[src/rtl/melodia_pkg.sv]
// Shared types and constant tables for the two-melody buzzer player.
// Tables use 50 MHz half-period counts; each melody entry is {code[3:0], dur[3:0]}.
package melodia_pkg;

    typedef enum logic [1:0] {
        IDLE = 2'd0,
        LOAD = 2'd1,
        PLAY = 2'd2,
        GAP  = 2'd3
    } melodia_state_t;

    // Code 0 and codes 13..15 are rests; 1..12 run A4..G#5.
    localparam logic [16:0] HALF_PERIOD [0:15] = '{
        17'd0,     17'd56818, 17'd53629, 17'd50619,
        17'd47778, 17'd45097, 17'd42566, 17'd40177,
        17'd37922, 17'd35793, 17'd33784, 17'd31888,
        17'd30098, 17'd0,     17'd0,     17'd0
    };

    localparam logic [7:0] MEL_A [0:15] = '{
        8'h13, 8'h10, 8'h52, 8'h01, 8'h64, 8'h82, 8'hA1, 8'hC3,
        8'hD2, 8'h31, 8'h21, 8'h42, 8'h71, 8'h92, 8'hB1, 8'h02
    };

    localparam logic [7:0] MEL_B [0:15] = '{
        8'h42, 8'h41, 8'h63, 8'h02, 8'h81, 8'h95, 8'hB2, 8'hE1,
        8'hC1, 8'hA2, 8'h50, 8'h31, 8'h22, 8'h14, 8'hF1, 8'h73
    };

    function automatic logic [16:0] half_period_of(input logic [3:0] code, input int shift);
        logic [16:0] hp;
        hp = HALF_PERIOD[code] >> shift;
        if (hp == 17'd0) begin
            hp = 17'd1;
        end else begin
            hp = hp;
        end
        return hp;
    endfunction

    function automatic logic is_tone(input logic [3:0] code);
        return (code >= 4'd1) && (code <= 4'd12);
    endfunction

    // A stored duration of 0 means the longest note, 16 ticks.
    function automatic logic [4:0] dur_ticks(input logic [3:0] dur);
        return (dur == 4'd0) ? 5'd16 : {1'b0, dur};
    endfunction

endpackage

[src/rtl/reproductor_melodia_divisor_tono.sv]
// Square-wave generator: toggles buzzer every hp cycles while enabled,
// and snaps back to a silent, zeroed state whenever enable drops.
module divisor_tono (
    input  logic        clk,
    input  logic        reset,
    input  logic        enable,
    input  logic [16:0] hp,
    output logic        buzzer
);

    logic [16:0] cnt_r;
    logic        buzzer_r;

    // Tone counter and output toggle flop.
    always_ff @(posedge clk or negedge reset) begin
        if (!reset) begin
            cnt_r    <= 17'd0;
            buzzer_r <= 1'b0;
        end else if (!enable) begin
            cnt_r    <= 17'd0;
            buzzer_r <= 1'b0;
        end else if (cnt_r >= hp - 17'd1) begin
            cnt_r    <= 17'd0;
            buzzer_r <= ~buzzer_r;
        end else begin
            cnt_r    <= cnt_r + 17'd1;
        end
    end

    assign buzzer = buzzer_r;

endmodule

[src/rtl/reproductor_melodia.sv]
// Melody sequencer: steps through a 16-note ROM selected by estado,
// playing each note for dur ticks followed by a one-tick silent gap.
module reproductor_melodia
    import melodia_pkg::*;
#(
    parameter int TICK_DIV = 500000,
    parameter int HP_SHIFT = 0
) (
    input  logic       clk,
    input  logic       reset,
    input  logic [1:0] estado,
    output logic       buzzer,
    output logic       playing,
    output logic [3:0] nota_idx
);

    localparam int TW = (TICK_DIV > 1) ? $clog2(TICK_DIV) : 1;
    localparam logic [TW-1:0] TICK_LAST = TW'(TICK_DIV - 1);

    melodia_state_t state_r, state_next_s;
    logic [1:0]     estado_q_r, estado_qq_r;
    logic [TW-1:0]  tick_cnt_r;
    logic [4:0]     dur_cnt_r;
    logic [3:0]     code_r, dur_r, nota_idx_r, nota_next_s;
    logic           playing_r, playing_next_s;
    logic           chg_s, sel_valid_s, tick_s, last_tick_s, entry_s, tone_en_s;
    logic [7:0]     rom_s;
    logic [16:0]    hp_s;

    // Input capture plus one extra stage used to spot changes of the selection.
    always_ff @(posedge clk or negedge reset) begin
        if (!reset) begin
            estado_q_r  <= 2'b00;
            estado_qq_r <= 2'b00;
        end else begin
            estado_q_r  <= estado;
            estado_qq_r <= estado_q_r;
        end
    end

    assign chg_s       = (estado_q_r != estado_qq_r);
    assign sel_valid_s = (estado_q_r == 2'b01) || (estado_q_r == 2'b10);
    assign tick_s      = (tick_cnt_r == TICK_LAST);
    assign last_tick_s = tick_s && (dur_cnt_r == dur_ticks(dur_r) - 5'd1);

    // State register.
    always_ff @(posedge clk or negedge reset) begin
        if (!reset) begin
            state_r <= IDLE;
        end else begin
            state_r <= state_next_s;
        end
    end

    // Next-state logic; a selection change outranks tick and duration events.
    always_comb begin
        state_next_s = state_r;
        if ((state_r != IDLE) && chg_s) begin
            state_next_s = sel_valid_s ? LOAD : IDLE;
        end else begin
            case (state_r)
                IDLE:    state_next_s = sel_valid_s ? LOAD : IDLE;
                LOAD:    state_next_s = PLAY;
                PLAY:    state_next_s = last_tick_s ? GAP : PLAY;
                GAP:     state_next_s = tick_s ? LOAD : GAP;
                default: state_next_s = IDLE;
            endcase
        end
    end

    // Output logic: next values for the registered status outputs.
    always_comb begin
        playing_next_s = (state_next_s != IDLE);
        nota_next_s    = nota_idx_r;
        case (state_next_s)
            IDLE: nota_next_s = 4'd0;
            LOAD: begin
                if ((state_r == GAP) && !chg_s) begin
                    nota_next_s = nota_idx_r + 4'd1;
                end else begin
                    nota_next_s = 4'd0;
                end
            end
            default: nota_next_s = nota_idx_r;
        endcase
    end

    // Registered status outputs.
    always_ff @(posedge clk or negedge reset) begin
        if (!reset) begin
            playing_r  <= 1'b0;
            nota_idx_r <= 4'd0;
        end else begin
            playing_r  <= playing_next_s;
            nota_idx_r <= nota_next_s;
        end
    end

    // ROM read for the note about to play.
    always_comb begin
        if (estado_q_r == 2'b10) begin
            rom_s = MEL_B[nota_idx_r];
        end else begin
            rom_s = MEL_A[nota_idx_r];
        end
    end

    assign entry_s = (state_next_s != state_r) &&
                     ((state_next_s == PLAY) || (state_next_s == GAP));

    // Tick divider, duration counter and latched note fields.
    always_ff @(posedge clk or negedge reset) begin
        if (!reset) begin
            tick_cnt_r <= '0;
            dur_cnt_r  <= 5'd0;
            code_r     <= 4'd0;
            dur_r      <= 4'd0;
        end else begin
            if (entry_s || tick_s) begin
                tick_cnt_r <= '0;
            end else begin
                tick_cnt_r <= tick_cnt_r + 1'b1;
            end
            if ((state_next_s == PLAY) && (state_r != PLAY)) begin
                dur_cnt_r <= 5'd0;
            end else if ((state_r == PLAY) && tick_s) begin
                dur_cnt_r <= dur_cnt_r + 5'd1;
            end else begin
                dur_cnt_r <= dur_cnt_r;
            end
            if (state_r == LOAD) begin
                code_r <= rom_s[7:4];
                dur_r  <= rom_s[3:0];
            end else begin
                code_r <= code_r;
                dur_r  <= dur_r;
            end
        end
    end

    // Dropping enable on the last PLAY cycle leaves the buzzer low when the gap or abort begins.
    assign tone_en_s = (state_r == PLAY) && (state_next_s == PLAY) && is_tone(code_r);
    assign hp_s      = half_period_of(code_r, HP_SHIFT);

    divisor_tono u_divisor_tono (
        .clk    (clk),
        .reset  (reset),
        .enable (tone_en_s),
        .hp     (hp_s),
        .buzzer (buzzer)
    );

    assign playing  = playing_r;
    assign nota_idx = nota_idx_r;

endmodule

[config.mk]
export PLATFORM = sky130hd
export DESIGN_NAME = reproductor_melodia
export DESIGN_NICKNAME = d
export VERILOG_FILES = /design/src/rtl/melodia_pkg.sv /design/src/rtl/reproductor_melodia_divisor_tono.sv /design/src/rtl/reproductor_melodia.sv
export SDC_FILE = /design/constraint.sdc
export NUM_CORES = 1
export LEC_CHECK = 0
export CAP_MARGIN = 40
export CELL_PAD_IN_SITES_DETAIL_PLACEMENT = 0
export CELL_PAD_IN_SITES_GLOBAL_PLACEMENT = 1
export CORE_ASPECT_RATIO = 2
export CORE_UTILIZATION = 30
export CTS_BUF_LIST = sky130_fd_sc_hd__clkbuf_8
export DETAILED_ROUTE_END_ITERATION = 6
export GPL_TIMING_DRIVEN = 1
export HOLD_SLACK_MARGIN = 0.1
export MAX_ROUTING_LAYER = met4
export PLACE_DENSITY_LB_ADDON = 0.3
export SLEW_MARGIN = 15
export SYNTH_ARGS = -nofsm -noshare
export SYNTH_HDL_FRONTEND = slang
export SYNTH_HIERARCHICAL = 1
export SYNTH_SLANG_ARGS = --single-unit
[constraint.sdc]
create_clock -name clk -period 5.1 [get_ports clk]
set_input_delay 1.53 -clock clk [delete_from_list [all_inputs] [get_ports clk]]
set_output_delay 1.53 -clock clk [all_outputs]
set_load 0.01 [all_outputs]
After elaboration in Yosys (flattened, before gate mapping) --
Memories as Yosys holds them, arrays and structs flattened. Index checks and enable logic that the tools add are counted.
Word-level totals: flip-flop bits (word level) 61, input bits 4, ROM bits 528, memories kept 3
Cells by class: bitwise operators 3, equal/unequal tests 14, reductions and logical operators 21, muxes and demuxes 23, $add $sub $neg 6, order comparisons 5
Memory list:
- (no name shown) | depth 16, bits a word 17, read ports 1, clocked after memory_dff 0, write ports 0, RTL line melodia_pkg.sv:32 | hp = HALF_PERIOD[code] >> shift;
- (no name shown) | depth 16, bits a word 8, read ports 1, clocked after memory_dff 0, write ports 0, RTL line reproductor_melodia.sv:104 | rom_s = MEL_A[nota_idx_r];
- (no name shown) | depth 16, bits a word 8, read ports 1, clocked after memory_dff 0, write ports 0, RTL line reproductor_melodia.sv:102 | rom_s = MEL_B[nota_idx_r];
Operator list (count):
- $mux 17 | 5
- $mux 8 | 5
- $add 19x1->19 const B | 1
- $eq 19x19->1 const B | 1
- $mux 19 | 1
- $add 17x1->17 const B | 1
- $ge 17x17->1 | 1
- $logic_not 17->1 | 1
- $sub 17x1->17 const B | 1
- $mux 5 | 3
- $eq 2x2->1 const B | 5
- $ge 5x5->1 const B | 2
- $not 4->5 | 2
- $logic_and 1x1->1 | 9
- $pmux 2 s4 | 1
- $pmux 4 s2 | 1
- $reduce_bool 2->1 | 4
- $eq 2x1->1 const B | 3
- $add 5x1->5 const B | 1
- $eq 5x5->1 | 1
- $sub 5x1->5 const B | 1
- $add 4x1->4 const B | 1
- $ge 4x1->1 const B | 1
- $le 4x4->1 const B | 1
- 10 further kinds | 19

Depth between registers and ports, before layout --
Gate-level depths: netlist of run 1.
depth after elaboration 13, gate-level depth with buffers 21, depth with buffers taken out 19

Modules after synthesis --
The synthesis of run 1 kept the hierarchy.
By module, submodules not included:
- reproductor_melodia | area each 2955.3 um2, times used 1, cells each 347
- divisor_tono | area each 1467.7 um2, times used 1, cells each 163

Worst setup path before layout of run 1 --
No wires, ideal clock.
path kind flip-flop to flip-flop, start point register code_r[0], end point register u_divisor_tono.buzzer_r (netlist: u_divisor_tono/buzzer), buffers on the path 1, arrival 4.406 ns, path slack 0.569 ns, stages on the path, launching flop included 20, cell sequence dfrtp_1 inv_1 ha_1 clkbuf_1 inv_1 mux2i_1 o21ai_0 nor3_1 a21o_1 inv_1 ha_1 nand3b_2 or4_4 nor3_2 xnor2_1 ha_1 nand4_1 or3_1 o211ai_2 mux2_2
On the way: word-level cells in the longest chain between the ends 9, elaborated cells on any way between the ends 14, classes of those cells add/sub (1); order compare (3); eq/ne (1); mux (4); bitwise (1); reduce/logical (3); memory (1)
Ends and longest elaborated chain:
- start: declaration | RTL line reproductor_melodia.sv:24 | logic [3:0] code_r, dur_r, nota_idx_r, nota_next_s;
- start signal: assignment | RTL line reproductor_melodia.sv:132 | code_r <= rom_s[7:4];
- start signal: assignment | RTL line reproductor_melodia.sv:135 | code_r <= code_r;
- $not 4->5 (implied by the code) * | RTL line melodia_pkg.sv:32
- $mem_v2 16x17 *
- $mux 17 (implied by the code) * (2 in series) | RTL line melodia_pkg.sv:32
- $logic_not 17->1 | RTL line melodia_pkg.sv:33 | if (hp == 17'd0) begin
- $mux 17 * | RTL line melodia_pkg.sv:33
- named net hp_s[11] | RTL line reproductor_melodia.sv:28 | logic [16:0] hp_s;
- $sub 17x1->17 * | RTL line reproductor_melodia_divisor_tono.sv:22 | end else if (cnt_r >= hp - 17'd1) begin
- $ge 17x17->1 * | RTL line reproductor_melodia_divisor_tono.sv:22
- $ne 2x2->1 (no source line) *
- end signal: assignment | RTL line reproductor_melodia_divisor_tono.sv:24 | buzzer_r <= ~buzzer_r;
- end: declaration | RTL line reproductor_melodia_divisor_tono.sv:12 | logic buzzer_r;
Mark *: on every way through the listed nets, which the timed path passes. The rest lies on a longest branch. The select of a mux whose other input is x is not followed. A chain may end at the register's enable or synchronous reset.

Final worst setup path of run 1 --
Ends and elaborated chain as after synthesis.

==> results of run 1 <==
## layer usage
| metal | vias to the layer above | GRT usage (%) | routed length [um] |
|---|---|---|---|
| li1 | 1800 | - | - |
| met1 | 1789 | 15.6 | 4010 |
| met2 | 52 | 32.1 | 6620 |
| met3 | 24 | 2.71 | 247 |
| met4 | 0 | 7.04 | 305 |
| met5 | - | - | 0 |
## placed cells by master, fill, tap and decap left out, types with 3 or more instances in the layout
cell type / instances
sky130_fd_sc_hd__xnor2_1: 30
sky130_fd_sc_hd__or3_1: 5
sky130_fd_sc_hd__nand3_1: 22
sky130_fd_sc_hd__and2_1: 5
sky130_fd_sc_hd__inv_1: 24
sky130_fd_sc_hd__mux2_2: 3
sky130_fd_sc_hd__dfrtp_1: 60
sky130_fd_sc_hd__clkbuf_8: 9
sky130_fd_sc_hd__buf_4: 4
sky130_fd_sc_hd__and3_1: 5
sky130_fd_sc_hd__ha_1: 39
sky130_fd_sc_hd__nor3_1: 16
sky130_fd_sc_hd__nor4_1: 3
sky130_fd_sc_hd__nand2_1: 42
sky130_fd_sc_hd__nor2b_1: 9
sky130_fd_sc_hd__a31oi_1: 13
sky130_fd_sc_hd__nor2_1: 61
sky130_fd_sc_hd__o21ai_0: 27
sky130_fd_sc_hd__a21oi_1: 21
sky130_fd_sc_hd__nand4_1: 15
sky130_fd_sc_hd__clkdlybuf4s50_1: 8
sky130_fd_sc_hd__mux2i_1: 4
sky130_fd_sc_hd__a21o_1: 4
sky130_fd_sc_hd__xor2_1: 26
sky130_fd_sc_hd__o22ai_1: 3
sky130_fd_sc_hd__nor3_2: 3
## area by class of cell
cell class / instances / area (um2) / share of cell area, %
clock buffer: 9 / 124 / 2.53
clock inverter: 7 / 76.3 / 1.56
inverter: 25 / 93.8 / 1.92
sequential: 60 / 1500 / 30.7
tap: 192 / 240 / 4.90
timing repair buffer: 13 / 115 / 2.35
multi-input combinational: 405 / 2750 / 56.1
## through the flow
step	total power, W	util (%)
2_1_floorplan	0.000948	-
3_3_place_gp	0.00109	32.7
3_5_place_dp	0.00110	32.7
4_1_cts	0.00155	34.1
5_1_grt	0.00164	34.1
6_report	0.00153	34.1
## report_power, final
group          internal, W  leakage, nW  switching (W)  total [W]
Clock             0.000228       0.0958       0.000217   0.000445
Combinational     0.000207         1.11       0.000322   0.000529
Sequential        0.000510        0.802      0.0000448   0.000555
Total             0.000945         2.01       0.000583    0.00153
## repair_timing
item / CTS / global route
resized for setup: 0 / 1
endpoints found under the setup margin: 0 / 18
hold endpoints to repair: 0 / 0
## logic make-up after synthesis
family,Yosys count
AND/OR/NAND/NOR,208
AO/OA/AOI/OAI,92
flip-flops,60
XOR/XNOR,56
buffers and inverters,45
adder cells (fa/ha/maj),39
multiplexers,9
other,1
## state kept, by name, indices dropped and copies added (netlist names), 3 cells and up
register	count
tick_cnt_r	19
u_divisor_tono/cnt_r	17
dur_cnt_r	5
code_r	4
nota_idx	4
dur_r	3
## worst max-delay path by stage
stage	start	end	slack [ns]	cells past startpoint
2_1_floorplan	code_r[0]$_DFFE_PN0N_	u_divisor_tono/buzzer$_DFFE_PN0P_	0.57	19
3_3_place_gp	code_r[0]$_DFFE_PN0N_	u_divisor_tono/buzzer$_DFFE_PN0P_	0.34	18
3_5_place_dp	code_r[0]$_DFFE_PN0N_	u_divisor_tono/buzzer$_DFFE_PN0P_	0.22	18
4_1_cts	code_r[0]$_DFFE_PN0N_	u_divisor_tono/cnt_r[3]$_DFF_PN0_	0.23	19
5_1_grt	code_r[0]$_DFFE_PN0N_	u_divisor_tono/cnt_r[3]$_DFF_PN0_	0.1	19
6_report	code_r[0]$_DFFE_PN0N_	u_divisor_tono/buzzer$_DFFE_PN0P_	0.42	18
==> impl_metrics.csv, run 1 <==
group,metric,value,unit
logic_synthesis,synthArstFlopShare,100,%
cells_and_area,fraction_of_final_layout_cells_sized_beyond_drive_strength_1,7.51,%
worst_hold_path,timing.hold.worst.start,"estado_q_r[1]$_DFF_PN0_",
route,total_wire_length_after_detailed_routing,11.2,mm
sta,final_min_period_over_clock_period,91.8,%
setup_path,worstSetupStartpointType,"flip-flop",
setup_path,critPathRequiredTime,5.35,ns
placed_design,dp_worst_setup_slack,0.225,ns
die,fp-row-count,62,
sta,setup-tns-final,0,ns
clock_tree,post_cts_hold_fix_bufs,0,
cells_and_area,area_growth,10.7,%
die,die_width,87.9,um
cells_and_area,layout.cell_area.non_filler,4900,um2
die,dieArea,15300,um2
worst_hold_path,cells_on_worst_hold_path,0,
route,first_pass_iters,5,
clock_tree,clk_transition_reported_paths,0.08,ns
logic_synthesis,main_synth_ff_type,"sky130_fd_sc_hd__dfrtp_1",
route,drtAntennaViolNets,0,
setup_path,slowest_stage,"sky130_fd_sc_hd__or4_4",
setup_path,r2r_setup_slack,0.42,ns
setup_path,ff2ff_path_depth,18,
sta,slew_headroom,48.1,%
placed_design,port-buffer-count,9,
logic_synthesis,synth_edf_count,0,
route,drc_errors,0,
pwr,max-vdd-ir-drop,0.153,mV
route,detailedRoute.firstIterationViolations,176,
setup_path,timing_worst_setup_path_type,"reg -> reg",
sta,max_clock_freq,214,MHz
setup_path,path_cells,"inv_1 -> ha_1 -> inv_1 -> mux2i_1 -> o21ai_1 -> nor3_1 -> a21o_1 -> inv_1 -> ha_1 -> nand3b_2 -> or4_4 -> nor3_2 -> xnor2_1 -> ha_1 -> nand4_1 -> or3_1 -> o211ai_2 -> mux2_2",
sta,rsz0062_at_grt,"no",
global_route,global_route_wire_length_before_repair,19.0,mm
global_route,globalRouteOverflowTotal,0,
route,route.detailed.wl_per_inst,15.7,um
setup_path,worst-path-buf-inv,3,
global_route,grtUsageTotal,16.8,%
pwr,power.static_leakage,2.01,nW
logic_synthesis,synth.top_cell.area_share,33.9,%
die,num_io_pins,10,
run,cap_violations,0,
logic_synthesis,synthesis.yosys.warnings,6,
logic_synthesis,synth_top_family_by_area,"simple AND/OR/NAND/NOR gates",
cells_and_area,finalNonFillerCells,711,
logic_synthesis,synth_seq_area_share,33.9,%
placed_design,detailed_place_hpwl,8.54,mm
clock_tree,cts_tree,"yes",
outcome,status,"finished, final reports clean",
logic_synthesis,netlist-cell-type-count,60,
cells_and_area,num-fill-cells,1508,
route,vias,3665,
logic_synthesis,synth_compound_area_share,13.0,%
die,die_height,174,um
pwr,cellPowerDensity,312,nW/um2
die,initial_utilization,30.8,%
logic_synthesis,post_synth_mux_area_share,2.69,%
setup_path,critPathArrivalTime,4.93,ns
sta,report.final.hold_viol_count,0,
logic_synthesis,netlist_area,4420,um2
logic_synthesis,post-synth-top-count-cell,"sky130_fd_sc_hd__nor2_1",
sta,worst_pin_slew,0.778,ns
clock_tree,ctsHtreeMaxLevel,3,
global_route,first_global_vias,3840,
logic_synthesis,synthSimpleGateAreaFrac,24.2,%
setup_path,startpoint_of_the_worst_register_to_register_path,"code_r[0]$_DFFE_PN0N_",
worst_hold_path,min_delay_worst_endpoint,"estado_qq_r[1]$_DFF_PN0_",
logic_synthesis,synthesis.nets,553,
sta,timing.final.max_slew_violations,0,
cells_and_area,n_antenna_cell,0,
setup_path,timing.critical_path.max_delay_family,"simple AND/OR/NAND/NOR gates",
logic_synthesis,syn_area_per_cell,8.67,um2
placed_design,dpl-instance-area,4700,um2
worst_hold_path,timing.hold.worst.class,"reg -> reg",
setup_path,critical-path-max-stage-delay,0.54,ns
logic_synthesis,synth.ff_latch_count,60,
global_route,grt_antenna_before_repair,0,
clock_tree,cts_setup_buffers,0,
sta,hold-worst-slack,0.454,ns
clock_tree,clock_path_buffers,2,
sta,setup_viol_count_final,0,
clock_tree,cts_made_buffers,9,
logic_synthesis,postSynthCellCount,510,
clock_tree,clk_root_buffer_cell,"sky130_fd_sc_hd__clkbuf_8",
clock_tree,clock_insertion_delay_worst_skew,0.36,ns
setup_path,timing.critical_path.fanout_max,7,
placed_design,place.detailed.instances,695,
sta,clock-skew-final,0.0149,ns
logic_synthesis,synthAdderAreaFrac,11.0,%
logic_synthesis,synthXorXnorAreaFrac,11.1,%
route,routed_via_density,5.15,
setup_path,r2r-end,"u_divisor_tono/buzzer$_DFFE_PN0P_",
sta,final.min_clock_period,4.68,ns
placed_design,gp_congestion,0.837,
logic_synthesis,yosys-top-cells-area,"sky130_fd_sc_hd__dfrtp_1 (34%), sky130_fd_sc_hd__ha_1 (11%), sky130_fd_sc_hd__xnor2_1 (5.9%)",
setup_path,end_kind,"flip-flop",
sta,final_critical_path_setup_slack,0.417,ns
global_route,grt_max_degree,34,
logic_synthesis,synth_top_cell_by_area,"sky130_fd_sc_hd__dfrtp_1",
cells_and_area,finish.net_count,557,
die,core_area,14400,um2
clock_tree,clkSinkCount,60,
logic_synthesis,commonest_cells_post_synth,"sky130_fd_sc_hd__nor2_1 (61), sky130_fd_sc_hd__dfrtp_1 (60), sky130_fd_sc_hd__nand2_1 (42), sky130_fd_sc_hd__ha_1 (39), sky130_fd_sc_hd__xnor2_1 (30)",
(Power assumes the default switching activity.)
==> inputs of run 2 (changes only) <==
--- a/config.mk
+++ b/config.mk
@@ -16,7 +16,6 @@
 export HOLD_SLACK_MARGIN = 0.1
 export MAX_ROUTING_LAYER = met4
 export PLACE_DENSITY_LB_ADDON = 0.3
-export SLEW_MARGIN = 15
 export SYNTH_ARGS = -nofsm -noshare
 export SYNTH_HDL_FRONTEND = slang
 export SYNTH_HIERARCHICAL = 1
==> results of run 2 <==
No change in the layout: final DEF, timing and power equal those of run 1.
==> inputs of run 3 (changes only) <==
--- a/config.mk
+++ b/config.mk
@@ -20,3 +20,4 @@
 export SYNTH_HDL_FRONTEND = slang
 export SYNTH_HIERARCHICAL = 1
 export SYNTH_SLANG_ARGS = --single-unit
+export TNS_END_PERCENT = 20
==> results of run 3 <==
No change in the layout: final DEF, timing and power equal those of run 1.
